## config.mk

```make
export PLATFORM = sky130hd
export DESIGN_NAME = note_sequencer
export DESIGN_NICKNAME = d
export VERILOG_FILES = /design/src/rtl/note_sequencer.sv
export SDC_FILE = /design/constraint.sdc
export NUM_CORES = 1
export LEC_CHECK = 0
export ABC_CLOCK_PERIOD_IN_PS = 3300
export BUFFER_PORTS_ARGS = -buffer_cell sky130_fd_sc_hd__clkbuf_2
export CAP_MARGIN = 0
export CORE_MARGIN = 5
export CORE_UTILIZATION = 55
export DETAILED_ROUTE_END_ITERATION = 6
export PLACE_DENSITY_LB_ADDON = 0.1
export RECOVER_POWER = 100
export SLEW_MARGIN = 20
export SYNTH_ARGS = -nofsm -noshare
export SYNTH_HDL_FRONTEND = slang
export SYNTH_SLANG_ARGS = --single-unit
```

## constraint.sdc

```tcl
create_clock -name i_clk -period 3.3 [get_ports i_clk]
set_input_delay 0 -clock i_clk [delete_from_list [all_inputs] [get_ports i_clk]]
set_output_delay 0 -clock i_clk [all_outputs]
set_load 0.01 [all_outputs]
```

## src/rtl/note_sequencer.sv

```systemverilog
// rtl/note_sequencer.sv - song ROM walker that feeds notes to the note player
// Fetches one 16-bit word per note, pulses o_load, then holds for the note's duration in ticks.

module note_sequencer #(
  parameter int ADDR_W  = 8,
  parameter bit LOOP_EN = 1'b1
) (
  input  logic              i_clk,
  input  logic              i_rst_n,
  input  logic              i_tick,
  input  logic              i_start,
  input  logic              i_stop,
  input  logic [ADDR_W-1:0] i_song_base,
  input  logic              i_player_done,
  output logic              o_load,
  output logic [5:0]        o_pitch,
  output logic [4:0]        o_duration,
  output logic [3:0]        o_instrument,
  output logic              o_playing,
  output logic [ADDR_W-1:0] o_rom_addr,
  input  logic [15:0]       i_rom_data
);

  typedef enum logic [2:0] {
    ST_IDLE      = 3'd0,
    ST_FETCH     = 3'd1,
    ST_CAPTURE   = 3'd2,
    ST_WAIT_DONE = 3'd3,
    ST_HOLD      = 3'd4
  } state_e;

  localparam logic [ADDR_W-1:0] ADDR_ONE = {{(ADDR_W-1){1'b0}}, 1'b1};

  state_e              state_q, state_d;
  logic [ADDR_W-1:0]   base_q, base_d;
  logic [ADDR_W-1:0]   addr_q, addr_d;
  logic                load_q, load_d;
  logic [5:0]          pitch_q, pitch_d;
  logic [4:0]          dur_q, dur_d;
  logic [3:0]          instr_q, instr_d;
  logic                last_q, last_d;
  logic [4:0]          tick_cnt_q, tick_cnt_d;

  always_ff @(posedge i_clk or negedge i_rst_n) begin
    if (!i_rst_n) begin
      state_q    <= ST_IDLE;
      base_q     <= '0;
      addr_q     <= '0;
      load_q     <= 1'b0;
      pitch_q    <= '0;
      dur_q      <= '0;
      instr_q    <= '0;
      last_q     <= 1'b0;
      tick_cnt_q <= '0;
    end else begin
      state_q    <= state_d;
      base_q     <= base_d;
      addr_q     <= addr_d;
      load_q     <= load_d;
      pitch_q    <= pitch_d;
      dur_q      <= dur_d;
      instr_q    <= instr_d;
      last_q     <= last_d;
      tick_cnt_q <= tick_cnt_d;
    end
  end

  always_comb begin
    state_d    = state_q;
    base_d     = base_q;
    addr_d     = addr_q;
    load_d     = 1'b0;
    pitch_d    = pitch_q;
    dur_d      = dur_q;
    instr_d    = instr_q;
    last_d     = last_q;
    tick_cnt_d = tick_cnt_q;

    // Stop outranks everything, including a simultaneous start in IDLE.
    if (i_stop) begin
      state_d = ST_IDLE;
    end else begin
      case (state_q)
        ST_IDLE: begin
          if (i_start) begin
            base_d  = i_song_base;
            addr_d  = i_song_base;
            state_d = ST_FETCH;
          end
        end
        ST_FETCH: begin
          state_d = ST_CAPTURE;
        end
        ST_CAPTURE: begin
          pitch_d = i_rom_data[15:10];
          dur_d   = i_rom_data[9:5];
          instr_d = i_rom_data[4:1];
          last_d  = i_rom_data[0];
          load_d  = 1'b1;
          state_d = ST_WAIT_DONE;
        end
        ST_WAIT_DONE: begin
          if (i_player_done) begin
            tick_cnt_d = dur_q;
            state_d    = ST_HOLD;
          end
        end
        ST_HOLD: begin
          // A tick seen with the counter at zero is the note's final tick.
          if (i_tick) begin
            if (tick_cnt_q != 5'd0) begin
              tick_cnt_d = tick_cnt_q - 5'd1;
            end else if (!last_q) begin
              addr_d  = addr_q + ADDR_ONE;
              state_d = ST_FETCH;
            end else if (LOOP_EN) begin
              addr_d  = base_q;
              state_d = ST_FETCH;
            end else begin
              state_d = ST_IDLE;
            end
          end
        end
        default: begin
          state_d = ST_IDLE;
        end
      endcase
    end
  end

  assign o_load       = load_q;
  assign o_pitch      = pitch_q;
  assign o_duration   = dur_q;
  assign o_instrument = instr_q;
  assign o_rom_addr   = addr_q;
  assign o_playing    = (state_q != ST_IDLE);

endmodule

```

==> results by group <==
Job
  – Max cap viols: 1

Synthesis
  – Register area share after synthesis: approximately half
  – Post-synth top area cell: dfrtp_1
  – Yosys warnings: 0
  – Yosys top cell area share: around half
  – Largest family of logic cells by synthesized area: simple AND/OR/NAND/NOR gates
  – Post-synthesis cell area: 0.001992 mm^2
  – Adder-cell area share of the yosys netlist: under 10%
  – Mux share of post-synthesis cell area: 9.548%
  – Syn_nets: 226
  – Top_reg_cell synth: dfrtp_1
  – FF+latch count, synth: 41
  – Simple-gate area share of the yosys netlist: ~17%
  – Synth cell types: 38
  – XOR/XNOR share of the synthesized area: 2.198%
  – Post-synth EDFFs: 0
  – Post-synth ARST share: 100.0%
  – Area contributors post-synth: dfrtp_1, nand2_1, mux2_1, mux2_2, o21ai_0
  – Synth Area in Compound Gates: 13.88%
  – Mapped Avg Cell Area: 10.27 um^2
  – Syn Inst Count: about 190

Critical path
  – CP startpoint kind: flop
  – Critical path type: reg -> reg
  – Slowest cell on crit path: nor3b_2
  – CP peak stage delay: 0.57 ns
  – WP depth: 5
  – Crit path arrival time: roughly 2.5 ns
  – CP Capture Type: flop
  – Cell Chain, Critical Path: nor3b_2 -> nand2_1 -> a21oi_1 -> a21boi_0 -> a2bb2oi_1
  – Crit-path leading delay family: compound AO/OA/AOI/OAI gates
  – CP required: about 3.6 ns
  – Number of buffers and inverters on the critical path: 0
  – CP max FO: 12
  – Worst Reg-to-Reg Cells: 5

Clock tree
  – CTS tree: built
  – CTS sink count: 41
  – CTS Buffer Depth: 2
  – H-Tree Depth: 2
  – Clock-pin slew on the worst setup and hold paths: ~0.1 ns
  – Clock root cell: clkbuf_4
  – Skew-Pair Late Insertion Delay: approximately 0.33 ns
  – CTS Buf Count: 5

Finish
  – Syn-to-layout area delta: 27.70%
  – Most frequent cells in the layout: dfrtp_1, nand2_1, dlygate4sd3_1, clkbuf_2, clkbuf_1
  – Final Core Density: 74.47%
  – Fraction of layout cells with a size suffix above 1: between 10% and 20%
  – Fillers: 287
  – Fin nets: just over 300
  – N_diodes: 0
  – Final instance area: about 0.0025 mm^2
  – Most common cell after layout, fill and taps aside: dfrtp_1

Timing
  – Fmax achieved: approximately 440 MHz
  – Pins Over Slew Limit: 42
  – Slew margin rel.: -42.54%
  – RSZ-0062 raised after global routing: no
  – Worst-case clock skew: 0.008086 ns
  – Endpoints failing setup: 0
  – Worst Max-Slew Pin Slew: 2.138 ns
  – Fin. Hold Viols: 0
  – TNS Setup: 0 ns
  – Min Clock Period, post-route: approximately 2.3 ns
  – Final period utilization: between 60% and 70%

Route
  – Wire length per cell: 13.94 um
  – Antenna-violating nets left: 0
  – # DRC: 0
  – Vias: around 1700
  – Drt pass-1 iters: 4
  – Drt initial violations: just under 90
  – Detailed Route WL: 4.433 mm
  – Via-per-instance ratio: roughly 5.4

Place
  – Post-place instance area: between 0.002 and 0.0025 mm^2
  – Number of port buffers: 54
  – Final GP Congestion: 0.8759
  – Post-DP HPWL: ~3.1 mm

Pwr
  – Max VDD drop: 414.7 uV
  – Leak: 1.145 nW
  – PD cells: around 630 mW/mm^2

Floorplan
  – Chip width: around 70 um
  – FP Rows: 21
  – Initial Util: 58.32%
  – Die area: between 0.004 and 0.005 mm^2
  – Chip height: 70.18 um
  – Core area: between 0.003 and 0.004 mm^2
  – I/O pin total: between 50 and 60

Global route
  – Tot GR Track Use: roughly a fifth
  – Number of global-route vias before repair: roughly 1700
  – First-pass GRT wire length: a little under 8 mm
  – Grt total ovfl: 0
  – Largest net degree at the start of global routing: 42
  – Antenna violations before repair: 0

Run status
  – Status: finished, violations left
  – Failing checks: max-capacitance violations, max-slew violations

Hold path
  – Hold Crit Depth: 3
  – HP Class: in -> reg
[synthesized netlist by cell type, types with 2 or more instances]
library cell  instances
mux2_2                7
o21ai_1               4
and3_1                4
nor2_1               10
o21ai_0              13
nand3_1               6
buf_2                 4
buf_6                 2
ha_1                  2
inv_1                 7
nor3_1                2
nand2_1              38
xnor2_1               3
clkbuf_1              5
a31oi_1               6
dfrtp_1              41
a21oi_1               5
a32o_1                4
mux2_1                9
xor2_1                2
a2bb2oi_1             2
a22o_1                2
[logic make-up (layout without fill, tap and decap cells)]
family,Yosys count,count (layout)
AO/OA/AOI/OAI,42,42
XOR/XNOR,5,5
adder cells (fa/ha/maj),2,2
buffers and inverters,18,96
flip-flops,41,41
multiplexers,17,17
AND/OR/NAND/NOR,69,69
[per-stage QoR]
step | worst slack [ns] | cells | hold slack, ns | power [mW]
after floorplan | 1.633 | 194 | -0.2956 | 1.158
after global placement | 1.241 | 283 | 0.2126 | 1.362
after global routing | 0.8008 | 318 | 0.1260 | 1.731
after detailed placement | 1.104 | 283 | 0.2138 | 1.379
final | 1.023 | 318 | 0.06285 | 1.608
after CTS | 1.069 | 318 | 0.04926 | 1.651
[registers in the layout, summed over array words and instances, names as in the netlist, 3 cells and up]
register,cells
o_rom_addr,8
o_instrument,4
o_pitch,6
o_duration,5
state_q,3
base_q,8
tick_cnt_q,5
[final cells by class]
cell class	instances	area [um^2]	share of cell area, %
Sequential cell	41	1026	40.33
Multi-Input combinational cell	135	860.8	33.84
Timing Repair Buffer	82	518.0	20.36
Tap cell	46	57.56	2.263
Clock buffer	7	55.05	2.164
Inverter	7	26.28	1.033
[worst min-delay path, stage by stage]
cell	delay [ns]
clkbuf_2	0.09
a32oi_1	0.08
a21oi_1	0.17
[layer usage]
metal | up-vias | wire (um) | track usage (%)
met3 | 5 | 255 | 4.878
met5 | - | 0 | 0
li1 | 833 | - | -
met4 | 0 | 38 | 7.021
met1 | 828 | 1928 | 25.02
met2 | 51 | 2211 | 32.21
[path summary, 6_finish.rpt]
kind | startpoint | end | slack, ns
worst min-delay path | i_start | state_q[0] | 0.06
min in group asynchronous | i_rst_n | base_q[1] | 0.81
max in group asynchronous | i_rst_n | o_pitch[3] | 1.27
worst max-delay path | state_q[0] | tick_cnt_q[0] | 1.02
worst min register to register | base_q[2] | base_q[2] | 0.49
worst max register to register | state_q[0] | tick_cnt_q[0] | 1.02
[where the power goes]
group	switching, mW	total [mW]	internal [mW]
clock network	0.148	0.249	0.101
logic	0.271	0.535	0.264
registers	0.156	0.824	0.668
[timing repair]
action                     CTS  global route
resized for setup            0             0
hold buffers                28             0
buffers inserted             0             0
setup endpoints to repair    0             0
hold endpoints to repair    75             0
(Power assumes the default switching activity.)
